**src/rtl/num_compose.sv**
```systemverilog
// Keypad decimal entry: 4-digit BCD entry register with sign, converted by a
// multi-cycle Horner loop into a 16-bit two's-complement operand.
module num_compose #(
   parameter int NDIG = 4
) (
   input  logic               sys_clk,
   input  logic               sys_rst_n,
   input  logic               dig_vld,
   input  logic [3:0]         dig,
   input  logic               neg_tog,
   input  logic               bksp,
   input  logic               clr,
   output logic               rdy,
   output logic signed [15:0] v,
   output logic               v_vld,
   output logic [3:0]         thd,
   output logic [3:0]         hud,
   output logic [3:0]         ten,
   output logic [3:0]         one,
   output logic               neg,
   output logic [2:0]         cnt,
   output logic               ovf
);

   typedef enum logic [1:0] {IDLE, CONV, DONE} state_t;

   state_t                   state_q;
   logic [3:0][3:0]          digs_q, digs_d;
   logic [2:0]               cnt_q, cnt_d;
   logic                     neg_q, neg_d;
   logic                     ovf_q, ovf_d;
   logic                     start_d;
   logic [13:0]              acc_q;
   logic [1:0]               idx_q;
   logic signed [15:0]       v_q;
   logic                     v_vld_q;

   function automatic logic [13:0] horner_step(input logic [13:0] acc, input logic [3:0] d);
      return (acc << 3) + (acc << 1) + {10'd0, d};
   endfunction

   function automatic logic signed [15:0] apply_sign(input logic [13:0] mag, input logic sgn);
      logic signed [15:0] wide;
      wide = $signed({2'b00, mag});
      return sgn ? -wide : wide;
   endfunction

   // Event decode: clr always wins; other events only when idle, in priority order.
   always_comb begin
      digs_d  = digs_q;
      cnt_d   = cnt_q;
      neg_d   = neg_q;
      ovf_d   = 1'b0;
      start_d = 1'b0;
      if (clr) begin
         digs_d = '0;
         cnt_d  = 3'd0;
         neg_d  = 1'b0;
      end else if (state_q == IDLE) begin
         if (bksp) begin
            if (cnt_q != 3'd0) begin
               digs_d  = {4'd0, digs_q[3:1]};
               cnt_d   = cnt_q - 3'd1;
               if (cnt_q == 3'd1) neg_d = 1'b0;
               start_d = 1'b1;
            end
         end else if (neg_tog) begin
            if (cnt_q != 3'd0) begin
               neg_d   = ~neg_q;
               start_d = 1'b1;
            end
         end else if (dig_vld && dig <= 4'd9) begin
            if (cnt_q >= 3'(NDIG)) begin
               ovf_d = 1'b1;
            end else if (!(cnt_q == 3'd0 && dig == 4'd0)) begin
               digs_d  = {digs_q[2:0], dig};
               cnt_d   = cnt_q + 3'd1;
               start_d = 1'b1;
            end
         end
      end
   end

   always_ff @(posedge sys_clk or negedge sys_rst_n) begin
      if (!sys_rst_n) begin
         state_q <= IDLE;
         digs_q  <= '0;
         cnt_q   <= 3'd0;
         neg_q   <= 1'b0;
         ovf_q   <= 1'b0;
         acc_q   <= 14'd0;
         idx_q   <= 2'd0;
         v_q     <= '0;
         v_vld_q <= 1'b0;
      end else begin
         digs_q  <= digs_d;
         cnt_q   <= cnt_d;
         neg_q   <= neg_d;
         ovf_q   <= ovf_d;
         v_vld_q <= 1'b0;
         if (clr) begin
            state_q <= IDLE;
            v_q     <= '0;
            v_vld_q <= 1'b1;
         end else begin
            case (state_q)
               IDLE: begin
                  if (start_d) begin
                     state_q <= CONV;
                     acc_q   <= 14'd0;
                     idx_q   <= 2'd3;
                  end
               end
               // Most significant digit first: thd at idx 3 down to one at idx 0.
               CONV: begin
                  acc_q <= horner_step(acc_q, digs_q[idx_q]);
                  idx_q <= idx_q - 2'd1;
                  if (idx_q == 2'd0) state_q <= DONE;
               end
               DONE: begin
                  v_q     <= apply_sign(acc_q, neg_q);
                  v_vld_q <= 1'b1;
                  state_q <= IDLE;
               end
               default: state_q <= IDLE;
            endcase
         end
      end
   end

   assign rdy   = (state_q == IDLE);
   assign v     = v_q;
   assign v_vld = v_vld_q;
   assign thd   = digs_q[3];
   assign hud   = digs_q[2];
   assign ten   = digs_q[1];
   assign one   = digs_q[0];
   assign neg   = neg_q;
   assign cnt   = cnt_q;
   assign ovf   = ovf_q;

endmodule

```
**config.mk**
```make
export PLATFORM = sky130hd
export DESIGN_NAME = num_compose
export DESIGN_NICKNAME = d
export VERILOG_FILES = /design/src/rtl/num_compose.sv
export SDC_FILE = /design/constraint.sdc
export NUM_CORES = 1
export LEC_CHECK = 0
export CAP_MARGIN = 20
export CELL_PAD_IN_SITES_DETAIL_PLACEMENT = 1
export CELL_PAD_IN_SITES_GLOBAL_PLACEMENT = 1
export CORE_ASPECT_RATIO = 1.25
export CORE_UTILIZATION = 35
export CTS_CLUSTER_DIAMETER = 50
export DETAILED_ROUTE_END_ITERATION = 10
export GPL_TIMING_DRIVEN = 0
export HOLD_SLACK_MARGIN = 0.08
export PLACE_DENSITY_LB_ADDON = 0.1
export SLEW_MARGIN = 5
export SYNTH_ARGS = -nofsm -noshare
export SYNTH_HDL_FRONTEND = slang
export SYNTH_SLANG_ARGS = --single-unit
```
**constraint.sdc**
```tcl
create_clock -name sys_clk -period 3.3 [get_ports sys_clk]
set_input_delay 0.66 -clock sys_clk [delete_from_list [all_inputs] [get_ports sys_clk]]
set_output_delay 0.66 -clock sys_clk [all_outputs]
set_load 0.01 [all_outputs]
```
==> impl_metrics.tcl <==
set metrics [dict create \
    finish.cell_count_without_fillers 536 \
    syn_area_per_cell_um2 10.1 \
    rsz0062_at_grt "false" \
    port-buffer-count 48 \
    grt_pass1_vias 3041 \
    drcViolationCount 0 \
    yosys_warnings 0 \
    height_of_the_die_um 115 \
    grt_max_degree 57 \
    routed-via-count 2945 \
    total_leakage_power_nw 2.03 \
    synthesis.nets 393 \
    n_antenna_cell 0 \
    max-slew-margin-rel_pct 50.8 \
    report.final.hold_viol_count 0 \
    worst-path-max-fanout 6 \
    clock_sink_count 56 \
    area_delta_synth_final_pct 23.8 \
    final.fill_count 1113 \
    achievable-frequency_mhz 319 \
    clkSlewWorstSetupHoldPaths_ns 0.07 \
    antenna_violating_nets_post_route 0 \
    grt_antenna_before_repair 0 \
    fp.dieArea_um2 10600 \
    cts-buffers-inserted 5 \
    first_pass_iters 4 \
    cp-end-kind "flop" \
    synth_enable_flop_cells 0 \
    source_to_sink_clock_delay_at_the_later_pin_of_the_worst_skew_pair_ns 0.30 \
    hold_buffers 0 \
    sequential_cell_area_um2 1400 \
    routed_wl_mm 9.69 \
    worst-endpoint-arrival_ns 3.37 \
    ws_path_type "flop to flop" \
    hold_path_class "input pin to async pin" \
    grt_util_all_layers_pct 19.4 \
    skew_ns 0.00890 \
    multi_input_area_um2 2060 \
    cts-root-to-sink-buffers 2 \
    design.core.area_um2 9760 \
    seq_area_frac_synth_pct 39.1 \
    final_critical_path_required_period_ns 3.13 \
    async_flop_share_pct 100 \
    grt_pass1_wl_mm 15.8 \
    synth_seq_cells 56 \
    mappedNetlistArea_um2 3580 \
    cts_root_buffer "sky130_fd_sc_hd__clkbuf_16" \
    htree_levels 2 \
    grt_overflow_total 0 \
    gp_congestion 0.858 \
    cts_tree "yes" \
    synth_flop_cell "sky130_fd_sc_hd__dfrtp_1" \
    p_per_area_nw_per_um2 586 \
    final_layout_size_suffix_gt1_share_pct 9.51 \
    p_total_mw 2.60 \
    hpwlAfterDp_mm 7.17 \
    worst_margin_slew_ns 0.737 \
    drv_slew 0 \
    finalSetupViolCount 0 \
    worst_ep_required_time_ns 3.54 \
    row_count 40 \
    vdd.ir_drop.worst_v 0.000242 \
    first_iter_violations 66 \
    number_of_cells_in_the_design_after_placement 528 \
    synthCells 353 \
    fp.dieW_um 92.5 \
    avgRoutedWirePerCell_um 18.1 \
    post_synth_num_cell_types 54 \
    vias_per_cell 5.49 \
    maxCapViolations 0 \
    floorplan.initialDensity_pct 36.7 \
    fin_nets 450 \
    min_period_over_period_pct 94.9 \
    timing.critical_path.from_type "flop" \
    floorplan.io_pins 49 \
    run_status "finished clean" \
]
## worst paths after layout
check | start | depth (start not counted) | endpoint | slack [ns]
min in group sys_clk | v[13]$_DFFE_PN0P_ | 2 | v[13]$_DFFE_PN0P_ | 0.48
worst min register to register | v[13]$_DFFE_PN0P_ | 2 | v[13]$_DFFE_PN0P_ | 0.48
worst max-delay path | idx_q[0]$_DFFE_PN0P_ | 10 | acc_q[13]$_DFFE_PN0P_ | 0.17
worst min-delay path | sys_rst_n | 1 | v[12]$_DFFE_PN0P_ | 0.41
worst max register to register | idx_q[0]$_DFFE_PN0P_ | 10 | acc_q[13]$_DFFE_PN0P_ | 0.17
max in group asynchronous | sys_rst_n | 1 | idx_q[0]$_DFFE_PN0P_ | 2.35
## layout by cell type, fill, tap and decap left out, types with 13 or more instances in the layout
cell                               n
sky130_fd_sc_hd__mux2_2           13
sky130_fd_sc_hd__clkbuf_1         13
sky130_fd_sc_hd__nor2_1           23
sky130_fd_sc_hd__a21oi_1          15
sky130_fd_sc_hd__ha_1             28
sky130_fd_sc_hd__clkdlybuf4s50_1  47
sky130_fd_sc_hd__dfrtp_1          55
sky130_fd_sc_hd__inv_1            15
sky130_fd_sc_hd__xor2_1           16
sky130_fd_sc_hd__o21ai_0          27
sky130_fd_sc_hd__nand2_1          32
sky130_fd_sc_hd__mux2i_1          14
## critical path, cell delays in order (launching register included)
cell and delay, ns:
sky130_fd_sc_hd__dfrtp_2 0.46, sky130_fd_sc_hd__mux4_2 0.52, sky130_fd_sc_hd__inv_1 0.08, sky130_fd_sc_hd__fa_1 0.41, sky130_fd_sc_hd__inv_1 0.12, sky130_fd_sc_hd__ha_1 0.24, sky130_fd_sc_hd__a21o_1 0.18, sky130_fd_sc_hd__nand4_1 0.17
sky130_fd_sc_hd__a21oi_1 0.14, sky130_fd_sc_hd__or4b_2 0.64, sky130_fd_sc_hd__nand3_1 0.10
## Yosys cell counts (6+ instances only)
library cell,instances,area share (%)
sky130_fd_sc_hd__a21o_1,6,1.3
sky130_fd_sc_hd__a21oi_1,15,2.1
sky130_fd_sc_hd__a22o_1,9,2.2
sky130_fd_sc_hd__clkbuf_1,14,1.5
sky130_fd_sc_hd__dfrtp_1,56,39
sky130_fd_sc_hd__ha_1,28,9.8
sky130_fd_sc_hd__inv_1,15,1.6
sky130_fd_sc_hd__mux2_2,13,4.1
sky130_fd_sc_hd__mux2i_1,14,3.9
sky130_fd_sc_hd__nand2_1,32,3.4
sky130_fd_sc_hd__nand3_1,7,0.98
sky130_fd_sc_hd__nor2_1,23,2.4
sky130_fd_sc_hd__o21ai_0,27,3.8
sky130_fd_sc_hd__o31ai_1,9,1.9
sky130_fd_sc_hd__xor2_1,16,3.9
## area by class of cell
type | instances | area share [%]
multi-input cells | 267 | 46.5
flip-flops and latches | 56 | 31.6
repair buffers | 51 | 11.5
well taps | 126 | 3.56
clock buffers | 5 | 2.82
clock inverters | 2 | 1.36
plain buffers | 14 | 1.36
inverters | 15 | 1.27
## power breakdown
part / switching (mW) / internal, mW / total (mW)
combinational: 0.527 / 0.458 / 0.985
sequential: 0.148 / 0.774 / 0.921
clock: 0.259 / 0.431 / 0.690
## flip-flops by register name, summed over array words and instances, names as in the netlist, 2 cells and up
signal / count
thd: 4
one: 4
hud: 4
cnt: 3
state_q: 2
idx_q: 2
v: 16
ten: 4
acc_q: 14
## metrics by stage
| stage | util [%] | hold WS, ns | setup TNS [ns] | setup slack [ns] | cell area [µm²] |
|---|---|---|---|---|---|
| floorplan | - | 0.364 | 0 | 0.223 | 3580 |
| global route | 45.4 | 0.489 | 0 | 0.0326 | 4430 |
| finish | 45.4 | 0.410 | 0 | 0.170 | 4430 |
| detailed placement | 43.3 | 0.470 | -0.368 | -0.132 | 4220 |
| CTS | 45.1 | 0.454 | 0 | 0.0166 | 4400 |
| global placement | 43.2 | 0.462 | -19.86 | -0.358 | 4220 |
## layer usage
metal | global-route usage, % | share of wire, %
met1 | 22.7 | 42
met2 | 36.6 | 54
met5 | 0 | 0
met3 | 2.51 | 2.4
met4 | 5.73 | 1.3
## repair_timing
action | CTS | global route
setup endpoints to repair | 4 | 4
gates resized for setup | 0 | 1
pin swaps | 0 | 0
buffers inserted | 0 | 2
## kinds of logic after synthesis
logic type      Yosys count  share of synthesized area, %
simple gates             98                          14.3
compound gates           89                          17.1
buf+inv                  30                          3.35
xor+xnor                 19                          4.65
fa+ha+maj                30                          10.9
flops                    56                          39.1
mux                      31                          10.5
Note: power is estimated with default switching activity, not from simulation.
